--- src/rtl/bit_serial_adder_seq.sv ---
// Bit-serial adder: one full-adder cell, one bit per clock, LSB first, registered carry.
// Optional subtract mode under `BIT_SERIAL_SUB_EN (adds input_sub port).

module single_bit_full_adder (
  input  logic i_a,
  input  logic i_b,
  input  logic i_c,
  output logic o_s,
  output logic o_c
);
  assign o_s = i_a ^ i_b ^ i_c;
  assign o_c = (i_a & i_b) | (i_c & (i_a ^ i_b));
endmodule

module bit_serial_adder_seq #(
  parameter int WIDTH = 8
) (
  input  logic             input_clock,
  input  logic             input_reset_n,
  input  logic             input_start,
  input  logic [WIDTH-1:0] input_a,
  input  logic [WIDTH-1:0] input_b,
  input  logic             input_carry,
`ifdef BIT_SERIAL_SUB_EN
  input  logic             input_sub,
`endif
  output logic             output_busy,
  output logic             output_done,
  output logic [WIDTH-1:0] output_sum,
  output logic             output_carry,
  output logic             output_overflow
);
  localparam int CNT_W = (WIDTH > 1) ? $clog2(WIDTH) : 1;

  // Handshake: a start is accepted on any edge where input_start=1 and the
  // FSM is not in SHIFT; the result is valid while output_done=1 and holds
  // until the next accept.
  typedef enum logic [1:0] {ST_IDLE, ST_SHIFT, ST_DONE} state_t;

  state_t             r_state;
  state_t             w_next_state;
  logic [WIDTH-1:0]   r_a;
  logic [WIDTH-1:0]   r_b;
  logic [WIDTH-1:0]   r_sum;
  logic               r_carry;
  logic               r_carry_msb;
  logic [CNT_W-1:0]   r_cnt;
  logic               w_accept;
  logic               w_last;
  logic               w_fa_sum;
  logic               w_fa_carry;
  logic [WIDTH-1:0]   w_b_load;
  logic               w_c_load;
  logic [WIDTH-1:0]   w_sum_shift;

  assign w_accept = input_start && (r_state != ST_SHIFT);
  assign w_last   = (r_cnt == CNT_W'(WIDTH - 1));

`ifdef BIT_SERIAL_SUB_EN
  // Subtraction as A + ~B + 1; carry-out of 1 then means no borrow.
  assign w_b_load = input_sub ? ~input_b : input_b;
  assign w_c_load = input_sub ? 1'b1 : input_carry;
`else
  assign w_b_load = input_b;
  assign w_c_load = input_carry;
`endif

  single_bit_full_adder u_fa (
    .i_a (r_a[0]),
    .i_b (r_b[0]),
    .i_c (r_carry),
    .o_s (w_fa_sum),
    .o_c (w_fa_carry)
  );

  always_comb begin
    w_sum_shift            = r_sum >> 1;
    w_sum_shift[WIDTH-1]   = w_fa_sum;
  end

  always_ff @(posedge input_clock or negedge input_reset_n) begin
    if (!input_reset_n) r_state <= ST_IDLE;
    else                r_state <= w_next_state;
  end

  always_comb begin
    w_next_state = r_state;
    case (r_state)
      ST_IDLE:  if (input_start) w_next_state = ST_SHIFT;
      ST_SHIFT: if (w_last)      w_next_state = ST_DONE;
      ST_DONE:  w_next_state = input_start ? ST_SHIFT : ST_IDLE;
      default:  w_next_state = ST_IDLE;
    endcase
  end

  always_ff @(posedge input_clock or negedge input_reset_n) begin
    if (!input_reset_n) begin
      r_a         <= '0;
      r_b         <= '0;
      r_sum       <= '0;
      r_carry     <= 1'b0;
      r_carry_msb <= 1'b0;
      r_cnt       <= '0;
    end else if (w_accept) begin
      r_a     <= input_a;
      r_b     <= w_b_load;
      r_carry <= w_c_load;
      r_cnt   <= '0;
    end else if (r_state == ST_SHIFT) begin
      r_a     <= r_a >> 1;
      r_b     <= r_b >> 1;
      r_sum   <= w_sum_shift;
      r_carry <= w_fa_carry;
      r_cnt   <= r_cnt + 1'b1;
      // Carry into the MSB is the flop value before the last bit updates it.
      if (w_last) r_carry_msb <= r_carry;
    end
  end

  assign output_busy     = (r_state == ST_SHIFT);
  assign output_done     = (r_state == ST_DONE);
  assign output_sum      = r_sum;
  assign output_carry    = r_carry;
  assign output_overflow = r_carry_msb ^ r_carry;

endmodule

--- config.mk ---
export PLATFORM = sky130hd
export DESIGN_NAME = bit_serial_adder_seq
export DESIGN_NICKNAME = d
export VERILOG_FILES = /design/src/rtl/bit_serial_adder_seq.sv
export SDC_FILE = /design/constraint.sdc
export NUM_CORES = 1
export LEC_CHECK = 0
export CAP_MARGIN = 10
export CORE_UTILIZATION = 57
export CTS_BUF_LIST = sky130_fd_sc_hd__clkbuf_2 sky130_fd_sc_hd__clkbuf_4 sky130_fd_sc_hd__clkbuf_8
export DETAILED_ROUTE_END_ITERATION = 8
export PLACE_DENSITY = 0.94
export SLEW_MARGIN = 20
export SYNTH_ARGS = -nofsm -noshare
export SYNTH_HDL_FRONTEND = slang
export SYNTH_HIERARCHICAL = 1
export SYNTH_SLANG_ARGS = --single-unit
--- constraint.sdc ---
create_clock -name input_clock -period 3.8 [get_ports input_clock]
set_input_delay 0.76 -clock input_clock [delete_from_list [all_inputs] [get_ports input_clock]]
set_output_delay 0.76 -clock input_clock [all_outputs]
set_load 0.005 [all_outputs]
==> results of run 1 <==
[cell type report]
type | instances | area, µm² | area share
clock inverters | 3 | 15.0 | 0.00782
multi-input cells | 58 | 722 | 0.376
well taps | 30 | 37.5 | 0.0195
clock buffers | 5 | 37.5 | 0.0195
flip-flops and latches | 31 | 776 | 0.404
inverters | 2 | 7.51 | 0.00391
repair buffers | 33 | 325 | 0.169
[stage by stage]
step | std cells | utilization | instance area [µm²] | power [W]
finish | 162 | 0.755 | 1920 | 0.00145
global route | 162 | 0.755 | 1920 | 0.00156
CTS | 162 | 0.755 | 1920 | 0.00147
detailed placement | 154 | 0.734 | 1870 | 0.00128
global placement | 154 | 0.734 | 1870 | 0.00124
floorplan | 96 | - | 1580 | 0.00109
[registers in the layout, indices dropped and copies added, names as in the netlist]
| register | cells |
|---|---|
| r_a | 8 |
| output_carry | 1 |
| output_sum | 8 |
| r_cnt | 3 |
| r_b | 8 |
| r_carry_msb | 1 |
| r_state | 2 |
[power groups by stage]
stage	Clock (W)	Sequential [W]	Combinational [W]
2_1_floorplan	0	0.000567	0.000518
3_3_place_gp	0	0.000577	0.000660
3_5_place_dp	0	0.000591	0.000692
4_1_cts	0.000190	0.000585	0.000699
5_1_grt	0.000200	0.000604	0.000755
6_report	0.000182	0.000583	0.000688
[cells by family after synthesis]
kind of cell / after synthesis
adders and majority gates: 3
and+or+nand+nor: 9
muxes: 45
xor gates and xnor gates: 1
buffers and inverters: 7
DFF: 31
[final timing paths]
| kind | from | to | slack (ps) | depth (start not counted) |
|---|---|---|---|---|
| max | input_start | r_a[5] | 1400 | 3 |
| min reg2reg | r_cnt[0] | r_cnt[0] | 500 | 1 |
| max reg2reg | r_state[0] | r_a[5] | 2320 | 3 |
| min in group asynchronous | input_reset_n | r_cnt[2] | 820 | 2 |
| min | r_cnt[0] | r_cnt[0] | 500 | 1 |
| max in group asynchronous | input_reset_n | r_cnt[1] | 2700 | 2 |
[metal layers]
layer / global-route usage / wire length [µm]
met1: 0.286 / 1210
met2: 0.315 / 1180
met3: 0.0500 / 90
met4: 0.141 / 68
met5: 0 / 0
[cell usage in the layout (no fill, tap or decap), types with 2 or more instances in the layout]
master / count
sky130_fd_sc_hd__clkdlybuf4s50_1: 31
sky130_fd_sc_hd__dfrtp_1: 31
sky130_fd_sc_hd__mux2_4: 30
sky130_fd_sc_hd__mux2_2: 8
sky130_fd_sc_hd__clkbuf_4: 5
sky130_fd_sc_hd__mux2_1: 4
sky130_fd_sc_hd__mux2i_1: 3
sky130_fd_sc_hd__nor2_1: 3
sky130_fd_sc_hd__clkinv_2: 3
sky130_fd_sc_hd__nand2b_1: 2
sky130_fd_sc_hd__inv_1: 2
sky130_fd_sc_hd__and2b_1: 2
sky130_fd_sc_hd__ha_1: 2
sky130_fd_sc_hd__buf_4: 2
[worst reg2reg max path, cell delays in order, from the launching register on]
cell,delay (ps)
sky130_fd_sc_hd__dfrtp_1,420
sky130_fd_sc_hd__nand2b_1,140
sky130_fd_sc_hd__buf_4,410
sky130_fd_sc_hd__mux2_2,400
==> impl_metrics.json, run 1 <==
{
  "outcome": "finished, final reports clean",
  "grt_start_max_net_pins": 32,
  "tritoncts_num_sinks": 31,
  "net_count_after_synthesis": 119,
  "cellLeakagePower_nw": 0.918,
  "number_of_iterations_in_the_first_detailed_routing_pass": 4,
  "filler_cell_count": 163,
  "drtAntennaViolNets": 0,
  "portBuffers": 31,
  "synth-xor-area-share": 0.00555,
  "dp_worst_setup_slack_ps": 1050,
  "worst_path_max_delay_cell": "sky130_fd_sc_hd__clkdlybuf4s50_1",
  "synthesis.instances": 96,
  "synth-compound-area-share": 0,
  "timing.final.max_slew_violations": 0,
  "synth_largest_type_area_fraction": 0.491,
  "final_nets": 154,
  "synth_warnings": 6,
  "gr-total-overflow": 0,
  "crit_path_cell_trace": "clkdlybuf4s50_1 > mux2_2 > mux2_2",
  "wire_per_inst_um": 15.7,
  "yosysSeqAreaShare": 0.491,
  "synth.top_cells.by_area": "sky130_fd_sc_hd__dfrtp_1, sky130_fd_sc_hd__mux2_4, sky130_fd_sc_hd__mux2_2",
  "post_cts.resized_instances": 0,
  "synth_mux_area_frac": 0.390,
  "drc_errors": 0,
  "row_count": 18,
  "asyncSetResetFlopFracSynth": 1.00,
  "vias_per_cell": 5.21,
  "wire_length_of_the_first_global_routing_pass_um": 4200,
  "first_global_vias": 896,
  "dieArea_mm2": 0.00298,
  "syn_area_mm2": 0.00158,
  "antenna_found_initial": 0,
  "worstPathBufferInverterCount": 1,
  "die_width_um": 54.6,
  "cts-buffers-inserted": 5,
  "boundaryPins": 32,
  "crit_path_frequent_cell": "sky130_fd_sc_hd__mux2_2",
  "final-setup-viol-count": 0,
  "timing.critical_path.max_delay_family": "buffers and inverters",
  "final-hold-violation-count": 0,
  "synth_simple_gate_area_frac": 0.0333,
  "routed_wl_um": 2550,
  "h-tree-depth": 2,
  "period_share": 0.632,
  "cts.root.buffer_cell": "sky130_fd_sc_hd__clkbuf_4",
  "ir_drop_v": 0.000650,
  "critical-path-max-stage-delay_ps": 1180,
  "dp.final_hpwl_um": 1760,
  "fin_setup_tns_ps": 0,
  "synth_edf_count": 0,
  "crit_required_ps": 4020,
  "hold_ws_ps": 502,
  "crit_path_end_kind": "flip-flop",
  "p_int_w": 0.00102,
  "worst_hold_path_type": "reg2reg",
  "yosys_reg_bits": 31,
  "power.switching_fraction": 0.295,
  "cts-root-to-sink-buffers": 2,
  "syn_to_final_growth_pct": 21.6,
  "timing.setup.critical_path_class": "in2reg",
  "yosys.cell_types.count": 16,
  "worst_skew_pair.late_latency_ps": 330,
  "skew_final_ps": 6.18,
  "fmax_mhz": 416,
  "cap_viol_max_count": 0,
  "synth_top_cell_by_area": "sky130_fd_sc_hd__dfrtp_1",
  "timing_worst_slew_pin_value_ps": 1070,
  "worst-path-max-fanout": 21,
  "layout_setup_ws_ps": 1400,
  "die_height_um": 54.6,
  "share_seq_of_total_power": 0.401,
  "comb_power_share": 0.474,
  "crit_arrival_ps": 2620,
  "ys_top_cells_by_count": "sky130_fd_sc_hd__dfrtp_1, sky130_fd_sc_hd__mux2_4, sky130_fd_sc_hd__mux2_2",
  "synth_top_family_by_area": "multiplexers",
  "postSynth.topFlopCell": "sky130_fd_sc_hd__dfrtp_1",
  "grt_use_total": 0.216,
  "avgSynthCellArea_um2": 16.4,
  "path_clk_slew_ps": 90,
  "hold_buffers": 0,
  "synth-adder-area-share": 0.0285,
  "fp.coreArea_mm2": 0.00254,
  "initial_core_util": 0.620,
  "pwr_density_cell_mw_per_mm2": 756,
  "crit_path_start_kind": "input port",
  "cts_tree": "yes",
  "routed-via-count": 844,
  "cts.repair_timing.setup_buffer_count": 0,
  "antenna_cells": 0,
  "total_switching_power_w": 0.000429,
  "drt_iter0_markers": 4,
  "maxSlewHeadroom": 0.286,
  "synth.most_common_cell": "sky130_fd_sc_hd__dfrtp_1",
  "globalplace.congestion": 0.713,
  "drive_gt1_frac": 0.364,
  "setup_repair_after_global_routing_missed_its_margin": "no",
  "final_period_minus_worst_setup_slack_ps": 2400,
  "pwr-share-clk": 0.125
}
(Power assumes the default switching activity.)
==> run 2: changes to the inputs <==
Settings changed: CORE_UTILIZATION 57 to 48, PLACE_DENSITY 0.94 to 0.85.
Clock period 3.8 ns to 2.2 ns, I/O delays scaled along.
==> run 2 against run 1 <==
Wire length is 2.0% higher. First-iteration DRC count grew to 6.0 times the previous value. Utilization is 11 points lower. Register-to-register slack worse by 1600 ps. Design area is 3.0% higher.
==> impl_metrics.json, run 2 (synthesis results as in run 1) <==
{
  "crit_path_start_kind": "flip-flop",
  "cts-root-to-sink-buffers": 2,
  "crit_arrival_ps": 1580,
  "routed-via-count": 875,
  "final_area_mm2": 0.00198,
  "wire_length_of_the_first_global_routing_pass_um": 4180,
  "cts.root.buffer_cell": "sky130_fd_sc_hd__clkbuf_4",
  "drc_errors": 0,
  "timing_worst_slew_pin_value_ps": 445,
  "worstReg2RegEnd": "output_sum[1]",
  "boundaryPins": 32,
  "syn_to_final_growth_pct": 25.3,
  "layout.cells.non_filler": 177,
  "wire_per_inst_um": 14.7,
  "final_period_minus_worst_setup_slack_ps": 2020,
  "cts_tree": "yes",
  "cap_viol_max_count": 0,
  "total_switching_power_w": 0.000731,
  "gr-total-overflow": 0,
  "power.switching_fraction": 0.283,
  "die_height_um": 59.4,
  "ir_drop_v": 0.000716,
  "globalRouteMet3Util": 0.0721,
  "hold_buffers": 0,
  "cts-buffers-inserted": 5,
  "drt_iter0_markers": 24,
  "maxSlewHeadroom": 0.703,
  "dp.final_hpwl_um": 1710,
  "final-setup-viol-count": 0,
  "worst_skew_pair.late_latency_ps": 320,
  "portBuffers": 31,
  "pwr_density_cell_mw_per_mm2": 1310,
  "p_int_w": 0.00185,
  "initial_core_util": 0.513,
  "dieArea_mm2": 0.00352,
  "cts.repair_timing.setup_buffer_count": 0,
  "timing.final.max_slew_violations": 0,
  "final-hold-violation-count": 0,
  "comb_power_share": 0.462,
  "gr_util_met2": 0.266,
  "r2r_slack_ps": 730,
  "first_global_vias": 922,
  "skew_final_ps": 5.54,
  "fin_setup_tns_ps": 0,
  "worst-path-max-fanout": 4,
  "worstSetupStartpoint": "r_state[1]",
  "row_count": 20,
  "most-common-layout-cells": "sky130_fd_sc_hd__clkdlybuf4s50_1, sky130_fd_sc_hd__dfrtp_1, sky130_fd_sc_hd__mux2_4",
  "dp_worst_setup_slack_ps": 333,
  "fmax_mhz": 496,
  "timing.setup.critical_path_class": "reg2out",
  "drtAntennaViolNets": 0,
  "share_seq_of_total_power": 0.388,
  "grt_use_total": 0.169,
  "cellLeakagePower_nw": 0.935,
  "routed_wl_um": 2600,
  "worst_hold_path_type": "in2async",
  "grt_start_max_net_pins": 32,
  "die_width_um": 59.4,
  "tritoncts_num_sinks": 31,
  "fp.coreArea_mm2": 0.00308,
  "worst_r2r_path_depth": 3,
  "grt.busiest_layer": "met2",
  "antenna_cells": 0,
  "post_cts.resized_instances": 0,
  "layout_setup_ws_ps": 184,
  "crit_required_ps": 1760,
  "pwr-share-clk": 0.150,
  "globalplace.congestion": 0.652,
  "vias_per_cell": 4.94,
  "antenna_found_initial": 0,
  "crit_path_end_kind": "output port",
  "period_share": 0.916,
  "placedCellCount": 169,
  "globalRouteMet1Util": 0.206,
  "setup_repair_after_global_routing_missed_its_margin": "no",
  "path_clk_slew_ps": 90,
  "placed_area_mm2": 0.00191,
  "critical_register_to_register_path_startpoint": "r_state[0]",
  "filler_cell_count": 238,
  "fin_total_pwr_w": 0.00258,
  "drive_gt1_frac": 0.368,
  "outcome": "finished, final reports clean",
  "number_of_iterations_in_the_first_detailed_routing_pass": 4,
  "final_nets": 155,
  "h-tree-depth": 2
}
## run 2: worst max-delay path by stage
| stage | endpoint | slack, ps | depth (start not counted) |
|---|---|---|---|
| CTS | output_busy | 180 | 3 |
| floorplan | r_carry_msb | 910 | 4 |
| global route | output_busy | 110 | 3 |
| detailed placement | r_a[5] | 330 | 4 |
| global placement | r_a[5] | 350 | 4 |
| finish | output_busy | 180 | 3 |
## run 2: stage by stage
stage                     hold slack (ps)  utilization
after CTS                             503        0.643
after global routing                  533        0.643
final                                 497        0.643
after detailed placement              488        0.619
after global placement                470        0.619
after floorplan                       144            -
## run 2: power groups by stage
stage          combinational [W]  sequential (W)  clock (W)
2_1_floorplan           0.000895        0.000979          0
3_3_place_gp             0.00115         0.00100          0
3_5_place_dp             0.00119         0.00102          0
4_1_cts                  0.00120         0.00101   0.000401
5_1_grt                  0.00127         0.00104   0.000420
6_report                 0.00119         0.00100   0.000387
## run 2: per-layer routing
| layer | share of wire | up-vias | wire (µm) |
|---|---|---|---|
| met5 | 0 | - | 0 |
| met4 | 0.0073 | 0 | 19 |
| met3 | 0.043 | 2 | 113 |
| met1 | 0.47 | 449 | 1210 |
| li1 | - | 404 | - |
| met2 | 0.48 | 20 | 1260 |
## run 2: critical path, cell delays in order (launching register included)
cell and delay [ps]:
sky130_fd_sc_hd__dfrtp_1 410, sky130_fd_sc_hd__nand2b_1 180, sky130_fd_sc_hd__inv_1 150, sky130_fd_sc_hd__clkdlybuf4s50_1 530
## run 2: area by class of cell
type	instances	area [µm²]	share of cell area
clock buffer	8	72.6	0.0367
timing repair buffer	34	345	0.175
sequential	31	776	0.392
tap	44	55.1	0.0278
inverter	2	7.51	0.00380
multi-input combinational	58	722	0.365
==> run 3: changes to the inputs <==
Settings changed: CORE_UTILIZATION 48 to 59, DONT_BUFFER_PORTS set to 1, SYNTH_HIERARCHICAL 1 to not set, TNS_END_PERCENT set to 20.
==> run 3 against run 2 <==
Combinational power shrank 17%. Worst hold slack lost 250 ps. Power down 3.1%. Sequential power rose by 5%. Synthesized area about the same. Utilization is 3.2 points higher. Largest power group is now sequential cells. Highest routed layer unchanged.
==> impl_metrics.json, run 3 <==
{
  "cts-root-to-sink-buffers": 2,
  "cts.repair_timing.setup_buffer_count": 0,
  "synth_top_cell_by_area": "sky130_fd_sc_hd__dfrtp_1",
  "crit_path_end_kind": "output port",
  "power.switching_fraction": 0.290,
  "boundaryPins": 32,
  "grt_start_max_net_pins": 32,
  "share_seq_of_total_power": 0.420,
  "comb_power_share": 0.396,
  "cap_viol_max_count": 0,
  "timing.setup.critical_path_class": "reg2out",
  "final_period_minus_worst_setup_slack_ps": 1810,
  "most-common-layout-cells": "sky130_fd_sc_hd__mux2_4, sky130_fd_sc_hd__dfrtp_1, sky130_fd_sc_hd__clkbuf_4",
  "setup_repair_after_global_routing_missed_its_margin": "no",
  "yosysSeqAreaShare": 0.491,
  "synth.most_common_cell": "sky130_fd_sc_hd__mux2_4",
  "wire_per_inst_um": 18.3,
  "maxSlewHeadroom": 0.742,
  "synth_simple_gate_area_frac": 0.0293,
  "timing.final.max_slew_violations": 0,
  "initial_core_util": 0.632,
  "crit_path_start_kind": "flip-flop",
  "synth_edf_count": 0,
  "synth_warnings": 0,
  "hold_buffers": 2,
  "row_count": 18,
  "antenna_found_initial": 0,
  "routed-via-count": 776,
  "critical-path-max-stage-delay_ps": 410,
  "asyncSetResetFlopFracSynth": 1.00,
  "drive_gt1_frac": 0.510,
  "hold_ws_ps": 246,
  "pwr-share-clk": 0.184,
  "skew_final_ps": 8.43,
  "syn_to_final_growth_pct": 6.81,
  "vias_per_cell": 5.88,
  "p_int_w": 0.00178,
  "gr-total-overflow": 0,
  "final_nets": 124,
  "dp.final_hpwl_um": 1640,
  "worst_path_max_delay_cell": "sky130_fd_sc_hd__dfrtp_1",
  "drc_errors": 0,
  "synth_top_family_by_area": "multiplexers",
  "drtAntennaViolNets": 0,
  "synth_largest_type_area_fraction": 0.491,
  "period_share": 0.823,
  "grt_use_total": 0.200,
  "ir_drop_v": 0.000904,
  "postSynth.topFlopCell": "sky130_fd_sc_hd__dfrtp_1",
  "crit_arrival_ps": 1370,
  "tritoncts_num_sinks": 31,
  "portBuffers": 0,
  "ys_top_cells_by_count": "sky130_fd_sc_hd__mux2_4, sky130_fd_sc_hd__dfrtp_1, sky130_fd_sc_hd__buf_6",
  "dieArea_mm2": 0.00289,
  "first_global_vias": 867,
  "synth-compound-area-share": 0.00396,
  "drt_iter0_markers": 5,
  "synth-xor-area-share": 0.00554,
  "h-tree-depth": 2,
  "post_cts.resized_instances": 0,
  "final-setup-viol-count": 0,
  "globalplace.congestion": 0.721,
  "final-hold-violation-count": 0,
  "antenna_cells": 0,
  "timing_worst_slew_pin_value_ps": 387,
  "routed_wl_um": 2420,
  "layout_commonest_cell": "sky130_fd_sc_hd__mux2_4",
  "pwr_density_cell_mw_per_mm2": 1480,
  "crit_required_ps": 1760,
  "worst-path-max-fanout": 12,
  "synthesis.instances": 96,
  "cts.root.buffer_cell": "sky130_fd_sc_hd__clkbuf_4",
  "fin_setup_tns_ps": 0,
  "yosys.cell_types.count": 14,
  "net_count_after_synthesis": 119,
  "number_of_iterations_in_the_first_detailed_routing_pass": 3,
  "synth_mux_area_frac": 0.399,
  "synth.top_cells.by_area": "sky130_fd_sc_hd__dfrtp_1, sky130_fd_sc_hd__mux2_4, sky130_fd_sc_hd__buf_6",
  "outcome": "finished, final reports clean",
  "cts-buffers-inserted": 5,
  "crit_path_cell_trace": "nand2b_2 > inv_1",
  "total_switching_power_w": 0.000727,
  "worst_skew_pair.late_latency_ps": 330,
  "yosys_reg_bits": 31,
  "die_height_um": 53.8,
  "worst_hold_path_type": "in2reg",
  "syn_area_mm2": 0.00158,
  "avgSynthCellArea_um2": 16.5,
  "synth-adder-area-share": 0.0285,
  "cellLeakagePower_nw": 0.843,
  "cts_tree": "yes",
  "fp.coreArea_mm2": 0.00250,
  "wire_length_of_the_first_global_routing_pass_um": 3820,
  "path_clk_slew_ps": 100,
  "die_width_um": 53.8,
  "fmax_mhz": 553
}
-- run 3: cell types whose count changed in the layout (fill, tap and decap cells not counted), moves of 2 or more --
cell	before	now
sky130_fd_sc_hd__mux2_1	4	0
sky130_fd_sc_hd__clkdlybuf4s50_1	31	0
sky130_fd_sc_hd__and2b_1	2	0
sky130_fd_sc_hd__nor2b_1	1	3
sky130_fd_sc_hd__mux2_4	30	37
sky130_fd_sc_hd__mux2_2	8	4
-- run 3: final timing paths --
check,depth (start not counted),end,from,slack [ps]
worst max-delay path,2,output_busy,r_state[1],390
worst min-delay path,2,r_state[0],input_start,250
worst max register to register,3,r_cnt[1],r_state[0],620
worst min register to register,1,r_a[3],r_a[4],510
max in group asynchronous,2,r_a[6],input_reset_n,1490
min in group asynchronous,2,r_state[0],input_reset_n,550
-- run 3: cell type report --
type,count,area (µm²)
inverter,3,11.3
tap,30,37.5
clock buffer,6,51.3
multi-input combinational,57,739
sequential,31,776
fill,168,812
clock inverter,2,35.0
timing repair buffer,3,37.5
-- run 3: worst max-delay path: cells and delay by family, from the launching register on --
kind | cells | cell delay, ps
flip-flops | 1 | 410
buffers and inverters | 1 | 260
AND/OR/NAND/NOR | 1 | 370
-- run 3: kinds of logic (layout without fill, tap and decap cells) --
group           Yosys count  in the layout
fa+ha+maj                 3              3
simple gates              8              8
flops                    31             31
xor+xnor                  1              1
mux                      44             44
compound gates            1              1
buf+inv                   8             14
-- run 3: routing by layer --
metal,vias up,GRT usage,wire (µm)
met5,-,0,0
met4,0,0.132,14
met3,4,0.0650,163
met2,31,0.321,1250
met1,395,0.225,989
li1,346,-,-
-- run 3: stage by stage --
step,total power (W),area (µm²),worst slack [ps],std cells,util
2_1_floorplan,0.00193,1580,908,96,-
3_3_place_gp,0.00198,1570,706,122,0.629
3_5_place_dp,0.00204,1570,635,122,0.629
4_1_cts,0.00253,1690,377,132,0.675
5_1_grt,0.00265,1690,310,132,0.675
6_report,0.00250,1690,390,132,0.675
-- run 3: power groups by stage --
stage	clock, W	combinational, W	sequential (W)
finish	0.000461	0.000991	0.00105
CTS	0.000473	0.00101	0.00105
floorplan	0	0.000939	0.000992
global route	0.000495	0.00107	0.00109
detailed placement	0	0.000982	0.00106
global placement	0	0.000940	0.00104
